===== config.mk =====
export PLATFORM = sky130hd
export DESIGN_NAME = countdown_timer
export DESIGN_NICKNAME = d
export VERILOG_FILES = /design/src/rtl/counter_pkg.sv /design/src/rtl/tick_gen.sv /design/src/rtl/countdown_timer.sv
export SDC_FILE = /design/constraint.sdc
export NUM_CORES = 1
export LEC_CHECK = 0
export BUFFER_PORTS_ARGS = -buffer_cell sky130_fd_sc_hd__buf_2
export CELL_PAD_IN_SITES_DETAIL_PLACEMENT = 0
export CELL_PAD_IN_SITES_GLOBAL_PLACEMENT = 1
export CORE_MARGIN = 1
export CORE_UTILIZATION = 37
export DETAILED_ROUTE_END_ITERATION = 6
export PLACE_DENSITY = 0.74
export SYNTH_ARGS = -nofsm -noshare
export SYNTH_HDL_FRONTEND = slang
export SYNTH_SLANG_ARGS = --single-unit

===== constraint.sdc =====
create_clock -name clk -period 2.1 [get_ports clk]
set_input_delay 0.42 -clock clk [delete_from_list [all_inputs] [get_ports clk]]
set_output_delay 0.42 -clock clk [all_outputs]
set_load 0.1 [all_outputs]

===== src/rtl/counter_pkg.sv =====
// rtl/counter_pkg.sv - shared types and helpers for the counter library
package counter_pkg;

  typedef enum logic {
    IDLE = 1'b0,
    RUN  = 1'b1
  } timer_state_e;

  // A prescaler of 1 has no state, but still gets a 1-bit width.
  function automatic int presc_width(input int prescale);
    return (prescale > 1) ? $clog2(prescale) : 1;
  endfunction

endpackage


===== src/rtl/tick_gen.sv =====
// rtl/tick_gen.sv - prescaler emitting a one-cycle tick every PRESCALE enabled cycles
module tick_gen
  import counter_pkg::*;
#(
  parameter int PRESCALE = 1
) (
  input  logic clk,
  input  logic rst_n,
  input  logic en,
  input  logic clear,
  output logic tick
);

  generate
    if (PRESCALE == 1) begin : g_pass
      logic unused_in;
      assign unused_in = clk ^ rst_n ^ clear;
      assign tick      = en;
    end else begin : g_cnt
      localparam int PW = presc_width(PRESCALE);
      localparam logic [PW-1:0] LAST = PW'(PRESCALE - 1);

      logic [PW-1:0] cnt;

      always_ff @(posedge clk or negedge rst_n) begin
        if (!rst_n) begin
          cnt <= '0;
        end else if (clear) begin
          cnt <= '0;
        end else if (en) begin
          cnt <= (cnt == LAST) ? '0 : cnt + 1'b1;
        end
      end

      assign tick = en && (cnt == LAST);
    end
  endgenerate

endmodule


===== src/rtl/countdown_timer.sv =====
// rtl/countdown_timer.sv - loadable down-counter with one-shot/auto-reload expiry pulse
module countdown_timer
  import counter_pkg::*;
#(
  parameter int WIDTH    = 8,
  parameter int PRESCALE = 1
) (
  input  logic             clk,
  input  logic             rst_n,
  input  logic             start,
  input  logic [WIDTH-1:0] load_val,
  input  logic             auto_reload,
  input  logic             en,
  input  logic             abort,
  output logic [WIDTH-1:0] count,
  output logic             busy,
  output logic             done
);

  timer_state_e     state;
  logic [WIDTH-1:0] reload;
  logic             mode;
  logic             tick;
  logic             presc_en;
  logic             presc_clear;

  // The prescaler only runs in RUN and restarts from zero on every new countdown.
  assign presc_en    = en && (state == RUN);
  assign presc_clear = (state != RUN) || abort;

  tick_gen #(
    .PRESCALE(PRESCALE)
  ) u_tick_gen (
    .clk  (clk),
    .rst_n(rst_n),
    .en   (presc_en),
    .clear(presc_clear),
    .tick (tick)
  );

  always_ff @(posedge clk or negedge rst_n) begin
    if (!rst_n) begin
      state  <= IDLE;
      count  <= '0;
      busy   <= 1'b0;
      done   <= 1'b0;
      reload <= '0;
      mode   <= 1'b0;
    end else begin
      done <= 1'b0;
      case (state)
        IDLE: begin
          if (abort) begin
            count <= '0;
          end else if (start) begin
            if (load_val != '0) begin
              count  <= load_val;
              reload <= load_val;
              mode   <= auto_reload;
              state  <= RUN;
              busy   <= 1'b1;
            end else begin
              count <= '0;
              done  <= 1'b1;
            end
          end
        end
        RUN: begin
          if (abort) begin
            count <= '0;
            state <= IDLE;
            busy  <= 1'b0;
          end else if (tick) begin
            if (count == WIDTH'(1)) begin
              done <= 1'b1;
              if (mode) begin
                count <= reload;
              end else begin
                count <= '0;
                state <= IDLE;
                busy  <= 1'b0;
              end
            end else if (count != '0) begin
              count <= count - 1'b1;
            end
          end
        end
        default: begin
          state <= IDLE;
          busy  <= 1'b0;
        end
      endcase
    end
  end

endmodule


== After elaboration in Yosys (flattened, before gate mapping) ==
Index checks and enable logic that the tools add are counted.
Storage, ports and cells
  word-level logic and storage cells: 56
  input bits: 14
  flip-flop bits (word level): 20
  output and inout port bits: 10
Cells by class
  bitwise gates (word level): 2
  reduce and logical (&&, ||, !) cells: 6
  multiplexer cells: 32
  equality and inequality tests: 9
  add/sub/neg operators: 1
Operators with widths (count)
  two-way mux 8 bit: 8
  two-way mux 1 bit: 20
  one-hot mux 8 bit (2 select lines): 1
  nonzero test 8 bit: 2
  == test 8 x 1 -> 1 bit, second input constant: 1
  subtractor 8 x 1 -> 8 bit, second input constant: 1
  inequality test 3 x 2 -> 1 bit, second input constant: 2
  inequality test 3 bit, second input constant: 2
  one-hot mux 1 bit (2 select lines): 3
  AND reduction 6 bit: 1
  inequality test 2 bit, second input constant: 2
  inequality test 4 x 2 -> 1 bit, second input constant: 1
  AND reduction 4 bit: 1
  AND reduction 3 bit: 1
  inequality test 2 x 1 -> 1 bit, second input constant: 1
  NOT 1 bit: 2
  logical AND 1 bit: 1

== Longest topological paths before layout ==
Gate-level depths: netlist of the first run.
  depth after elaboration: 6
  depth in mapped cells: 6

== By module ==
A second synthesis of the first run with hierarchy kept.
Unflattened totals
  cell total of the unflattened synthesis: 136
  area total of the unflattened synthesis: 1246.2 um^2
Modules (own cells, without submodules)
  countdown_timer: area an instance 1238.7 um^2, instances 1, cells each 135
  tick_gen: area an instance 7.5 um^2, instances 1, cells each 1

== Worst setup path before layout of the first run ==
No wires, ideal clock.
  path kind: register to register
  start: register count[1]
  end: register count[0]
  arrival time: 2753 ps
  data required time: 1974 ps
  path buffers: 0
  cell stages (with the launch flop): 7
  path slack: -779 ps
  cells stage by stage: dfrtp_1 -> inv_1 -> ha_1 -> or4b_2 -> o211ai_4 -> nand2_2 -> mux2_2
Between the ends
  longest elaborated chain between the ends: 5
Ends and longest elaborated chain
  start, declared: RTL line countdown_timer.sv:15  | output logic [WIDTH-1:0] count,
  start signal, assigned: RTL line countdown_timer.sv:57  | count <= load_val;
  start signal, assigned: RTL line countdown_timer.sv:77  | count <= reload;
  start signal, assigned: RTL line countdown_timer.sv:84  | count <= count - 1'b1;
  == test 8 x 1 -> 1 bit: RTL line countdown_timer.sv:74  | if (count == WIDTH'(1)) begin
  two-way mux 8 bit: RTL line countdown_timer.sv:74
  two-way mux 8 bit: RTL line countdown_timer.sv:73  | end else if (tick) begin
  two-way mux 8 bit: RTL line countdown_timer.sv:69  | if (abort) begin
  one-hot mux 8 bit (2 select lines): RTL line countdown_timer.sv:51  | case (state)
Several ways; a longest one is shown, not always the timed one. The select of a mux whose other input is x is not followed.
A chain may end at the register's enable or synchronous reset.

== Final worst setup path of the first run ==
  start: register count[0]
  end: register count[4]
Between the ends
  longest elaborated chain between the ends: 6
Ends and longest elaborated chain
  subtractor 8 x 1 -> 8 bit: RTL line countdown_timer.sv:84
  two-way mux 8 bit: RTL line countdown_timer.sv:83  | end else if (count != '0) begin
  two-way mux 8 bit: RTL line countdown_timer.sv:74
  two-way mux 8 bit: RTL line countdown_timer.sv:73
  two-way mux 8 bit: RTL line countdown_timer.sv:69
  one-hot mux 8 bit (2 select lines): RTL line countdown_timer.sv:51
Several ways; a longest one is shown, not always the timed one. The select of a mux whose other input is x is not followed.

==> impl_results.md, run 1 <==
- Outcome: finished, final reports clean
- Register area: 520 sq um
- Avg WL per Cell: 16.6 microns
- Final Critical Period: 2.03 ns
- Worst slew margin: 0.676
- 1st-iter DRT viols: 39
- Filler cell count: 331
- Initial Utilization: 0.393
- Inserted Clock Buffers: 3
- CP Capture Type: flip-flop
- Element type at the critical path start: flip-flop
- Grt total ovfl: 0
- Count of cell types in the netlist: 41
- Share of async-settable or async-resettable flops after synthesis: 1.00
- First-pass GRT wire length: 5630 microns
- Pin count of the biggest net entering global routing: 21
- DR DRC count: 0
- Antenna diode instance count: 0
- Final count of hold timing violations: 0
- Port Buffers: 23
- Post-synth EDFFs: 0
- Sequential Power Share: 0.374
- Worst Skew: 0.0128 ns
- Final Non-Filler Cells: 199
- Drt pass-1 iters: 4
- Placed Area: 1520 sq um
- Core area: 3100 sq um
- Num rows: 20
- Avg Inst Size Synth: 10.1 sq um
- Antenna Nets Post-Route: 0
- Vias in the first global route: 1094
- CTS resizes: 0
- Die ar.: 3530 sq um
- Synth Flop Type: dfrtp_1
- Final setup vio count: 0
- Area Overhead vs Synth: 27.2%
- Crit path max fanout: 8
- Pins Over Slew Limit: 0
- Footprint of the multi-input gates: 709 sq um
- Pwr/cell area: 940 nW/um^2
- Placed cell count: 195
- H-tree levels: 1
- CP arrival: 2.20 ns
- Seq/Total Area, Yosys: 0.410
- Max cap viols: 0
- Post-CTS Hold Buffers: 0
- HPWL Detailed: 2550 microns
- Via/cell ratio: 5.69
- Max Buffers Root-to-Sink: 2
- Yosys warns: 0
- Post-route cell area: 1550 sq um
- Worst-skew pair later-pin latency: 0.31 ns
- DP Worst Slack: 0.0958 ns
- Gpl congestion: 0.844
- Nets: 173
- Vias: 1132
- Critical Path Max Stage Delay: 0.55 ns
- Clock tree from TritonCTS: yes
- Clk sink count: 20
- Drt total wl: 3310 microns
- CP cell instances: inv_2 -> ha_1 -> or4b_4 -> o211ai_4 -> and2_1 -> o41ai_1
- Synth Cell Area: 1220 sq um
- Int Power: 0.801 mW
- Register bit total from synthesis: 20
- Measured slew at the worst slew-check pin: 0.490 ns
- P_leak: 0.660 nW
- Die width: 59.4 microns
- CP max stage cell: dfrtp_4
- Post-Syn Instances: 121
- Crit Path Class: flip-flop to flip-flop
- R2R cell count: 6
- Total Power: 1.46 mW
- GRT Overall Usage: 0.217
- Hold slack: 0.0518 ns
- Die Ht: 59.4 microns
- CTS clk-pin slew, worst paths: 0.13 ns
- Combinational power share: 0.468
- Net Sw Frac: 0.451
- Fmax: 0.493 GHz
- Peak supply drop: 0.432 mV
- Clk Tree Root Cell: clkbuf_4
- Unrepaired setup endpoints after global routing: false
- Initial antenna violation count: 0
- Critical Path RT: 2.27 ns
- Clock Power Share: 0.157
- Mapped Nets: 138
- Post-CTS setup buffers: 0
- Switching power: 0.658 mW
- Final Cycle Share: 0.966
- Io pins: 24
- Layout cell share with drive strength beyond 1: 0.439
- Final setup margin: 0.0724 ns
- HP Class: input port to asynchronous set/reset pin
-- per-stage QoR --
step / TNS [ns] / utilization
2_1_floorplan: -0.136 / -
3_3_place_gp: 0 / 0.488
3_5_place_dp: 0 / 0.488
4_1_cts: 0 / 0.500
5_1_grt: 0 / 0.500
6_report: 0 / 0.500
-- synthesized netlist by cell type (all sizes together), types with 4 or more instances --
master,count,area [sq um]
inv,4,15.0
clkbuf,5,18.8
dfrtp,20,500
a21oi,5,25.0
mux2,9,101
nand2,5,21.3
nor2,9,33.8
nand3,9,45.0
o41ai,4,35.0
-- final timing paths --
| path | slack (ns) | start | endpoint |
|---|---|---|---|
| max in group asynchronous | 1.67 | rst_n | count[1] |
| worst max-delay path | 0.07 | count[0] | count[4] |
| min in group clk | 0.33 | auto_reload | mode |
| worst max register to register | 0.07 | count[0] | count[4] |
| worst min-delay path | 0.05 | rst_n | count[0] |
| worst min register to register | 0.52 | reload[3] | reload[3] |
-- logic make-up (layout without fill, tap and decap cells) --
logic type,count (synthesis),after routing,share of synthesized area
flip-flops,20,20,0.410
multiplexers,9,9,0.0831
buffers and inverters,10,44,0.0318
AND/OR/NAND/NOR,45,45,0.210
AO/OA/AOI/OAI,32,32,0.219
adder cells (fa/ha/maj),3,3,0.0308
XOR/XNOR,2,2,0.0144
-- worst max-delay path: cells and delay by family, from the launching register on --
kind,cells,cell delay [ns]
buf+inv,1,0.09
flops,1,0.55
simple gates,2,0.76
fa+ha+maj,1,0.15
compound gates,2,0.35
-- area by class of cell --
| cell class | instances | area share |
|---|---|---|
| repair buffers | 36 | 0.137 |
| multi-input cells | 91 | 0.457 |
| inverters | 4 | 0.0113 |
| well taps | 44 | 0.0355 |
| flip-flops and latches | 20 | 0.335 |
| clock buffers | 4 | 0.0234 |
-- registers in the layout, summed over array words and instances, names as in the netlist --
name    cells
count       8
reload      8
busy        1
done        1
mode        1
state       1
-- per-layer routing --
metal | vias to the layer above | track usage | share of wire
met5 | - | 0 | 0
met1 | 548 | 0.317 | 0.49
li1 | 549 | - | -
met4 | 0 | 0.0612 | 0.0082
met2 | 31 | 0.332 | 0.47
met3 | 4 | 0.0284 | 0.038
-- cell usage in the layout, fill, tap and decap left out, types with 3 or more instances in the layout --
cell | netlist | routed
buf_4 | 0 | 13
o41ai_1 | 4 | 4
dfrtp_1 | 20 | 12
a21oi_1 | 5 | 5
buf_2 | 1 | 23
dfrtp_2 | 0 | 4
nand2_1 | 4 | 4
clkbuf_4 | 0 | 3
o31ai_1 | 3 | 3
dfrtp_4 | 0 | 4
nand3_1 | 9 | 9
nor2_1 | 9 | 9
nand2b_1 | 3 | 3
mux2_2 | 9 | 8
o21ai_0 | 3 | 3
-- power groups by stage --
stage | sequential [mW] | clock, mW | combinational (mW)
after floorplan | 0.751 | 0 | 0.298
after global placement | 0.550 | 0 | 0.673
after detailed placement | 0.553 | 0 | 0.680
after CTS | 0.544 | 0.236 | 0.684
after global routing | 0.558 | 0.257 | 0.729
final | 0.546 | 0.230 | 0.683
Note: power is estimated with default switching activity, not from simulation.
==> inputs of run 2 (changes only) <==
--- a/config.mk
+++ b/config.mk
@@ -8,10 +8,10 @@
 export BUFFER_PORTS_ARGS = -buffer_cell sky130_fd_sc_hd__buf_2
 export CELL_PAD_IN_SITES_DETAIL_PLACEMENT = 0
 export CELL_PAD_IN_SITES_GLOBAL_PLACEMENT = 1
-export CORE_MARGIN = 1
-export CORE_UTILIZATION = 37
+export CORE_MARGIN = 8
+export CORE_UTILIZATION = 41
 export DETAILED_ROUTE_END_ITERATION = 6
-export PLACE_DENSITY = 0.74
+export PLACE_DENSITY = 0.77
 export SYNTH_ARGS = -nofsm -noshare
 export SYNTH_HDL_FRONTEND = slang
 export SYNTH_SLANG_ARGS = --single-unit
==> constraint.sdc (replaced) <==
create_clock -name clk -period 2 [get_ports clk]
set_input_delay 0.4 -clock clk [delete_from_list [all_inputs] [get_ports clk]]
set_output_delay 0.4 -clock clk [all_outputs]
set_load 0.1 [all_outputs]
==> run 2 against run 1 <==
  * Critical path type unchanged
  * Die area up 41%
  * Global-route usage is 7.4 points lower
  * Cell area is 3.5% higher
  * Cell count down 4.0%
  * Power increased by 8.5%
  * Setup slack got worse by 0.063 ns
==> impl_results.md, run 2 (same netlist as run 1, synthesis figures left out) <==
- Area Overhead vs Synth: 31.6%
- Unrepaired setup endpoints after global routing: true
- Element type at the critical path start: flip-flop
- CP cell instances: or4_4 -> or4_4 -> a211oi_2 -> o41ai_2
- Final count of hold timing violations: 0
- Max cap viols: 0
- HP Class: input port to asynchronous set/reset pin
- Num rows: 19
- P_leak: 0.695 nW
- Initial Utilization: 0.439
- Met1 wire length: 1680 microns
- CP top delay family: simple AND/OR/NAND/NOR gates
- Fmax: 0.502 GHz
- Outcome: finished, final reports clean
- Met2 routed WL: 1680 microns
- Via/cell ratio: 6.17
- Placed Area: 1530 sq um
- Measured slew at the worst slew-check pin: 0.498 ns
- Post-CTS Hold Buffers: 0
- Clock tree from TritonCTS: yes
- Nets: 178
- Die Ht: 70.5 microns
- Drt total wl: 3610 microns
- First-pass GRT wire length: 5940 microns
- Setup TNS: 0 ns
- Max Buffers Root-to-Sink: 2
- Worst-skew pair later-pin latency: 0.31 ns
- Pin count of the biggest net entering global routing: 21
- Drt pass-1 iters: 4
- Top Metal Used: met4
- Die ar.: 4980 sq um
- Pins Over Slew Limit: 0
- Most common cell type on the critical path: or4_4
- Vias: 1178
- Final setup vio count: 0
- Inserted Clock Buffers: 3
- HPWL Detailed: 2710 microns
- CP max stage cell: or4_4
- Hold slack: 0.0190 ns
- DR WL met3: 218 microns
- Clk sink count: 20
- Worst Skew: 0.0122 ns
- Port Buffers: 23
- Die width: 70.5 microns
- Crit path max fanout: 7
- Grt total ovfl: 0
- Crit Path Class: flip-flop to flip-flop
- Worst slew margin: 0.670
- 1st-iter DRT viols: 75
- Largest regs: count x8, reload x8
- Gpl congestion: 0.884
- Io pins: 24
- Most frequent cells in the layout: buf_2, buf_4, dfrtp_1
- Final Cycle Share: 0.995
- H-tree levels: 1
- Vias in the first global route: 1190
- CP arrival: 2.19 ns
- Core area: 2780 sq um
- Pwr/cell area: 986 nW/um^2
- Antenna diode instance count: 0
- GRT Overall Usage: 0.143
- Most common cell after layout, fill and taps aside: buf_2
- CP Capture Type: flip-flop
- Antenna Nets Post-Route: 0
- Layout cell share with drive strength beyond 1: 0.500
- Initial antenna violation count: 0
- Critical Path RT: 2.20 ns
- Critical Path Max Stage Delay: 0.63 ns
- DR DRC count: 0
- Final Critical Period: 1.99 ns
- CTS clk-pin slew, worst paths: 0.13 ns
- Buffer and inverter count on the worst path: 0
- Clk Tree Root Cell: clkbuf_4
- Post-route cell area: 1610 sq um
- Avg WL per Cell: 18.9 microns
- Peak supply drop: 0.800 mV
run 2: cell types whose count changed in the layout (fill, tap and decap cells not counted), sizes merged:
cell / delta
buf: +5
run 2: final timing paths:
| check | cells after the start | startpoint | end | slack [ns] |
|---|---|---|---|---|
| max | 4 | count[4] | count[7] | 0.009 |
| min | 1 | rst_n | done | 0.02 |
| max reg2reg | 4 | count[4] | count[7] | 0.009 |
| min reg2reg | 1 | reload[4] | reload[4] | 0.53 |
| max in group asynchronous | 1 | rst_n | count[5] | 1.61 |
| min in group clk | 2 | auto_reload | mode | 0.32 |
run 2: power breakdown:
part	total [mW]	switching, mW	internal [mW]
logic	0.768	0.499	0.269
registers	0.566	0.0768	0.489
clock network	0.250	0.139	0.111
run 2: repair_timing:
action	4_1_cts	5_1_grt
setup endpoints to repair	1	9
buffers inserted	0	1
resized for setup	1	6
hold endpoints to repair	0	0
pin swaps	1	3
run 2: area by class of cell:
cell class | count | area, sq um
Clock buffer | 4 | 36.3
Fill cell | 239 | 1180
Inverter | 4 | 17.5
Multi-Input combinational cell | 91 | 742
Sequential cell | 20 | 520
Tap cell | 31 | 38.8
Timing Repair Buffer | 41 | 250
run 2: stage by stage:
step,worst slack [ns],utilization,instances,power (mW)
2_1_floorplan,-0.159,-,121,1.10
3_3_place_gp,0.0442,0.550,186,1.30
3_5_place_dp,0.00823,0.550,186,1.31
4_1_cts,0.0122,0.564,190,1.56
5_1_grt,-0.0520,0.577,191,1.66
6_report,0.00934,0.577,191,1.58
run 2: layer usage:
metal	vias to the layer above	GRT usage
met2	52	0.217
met5	-	0
met4	0	0.0438
li1	554	-
met3	4	0.0265
met1	568	0.200
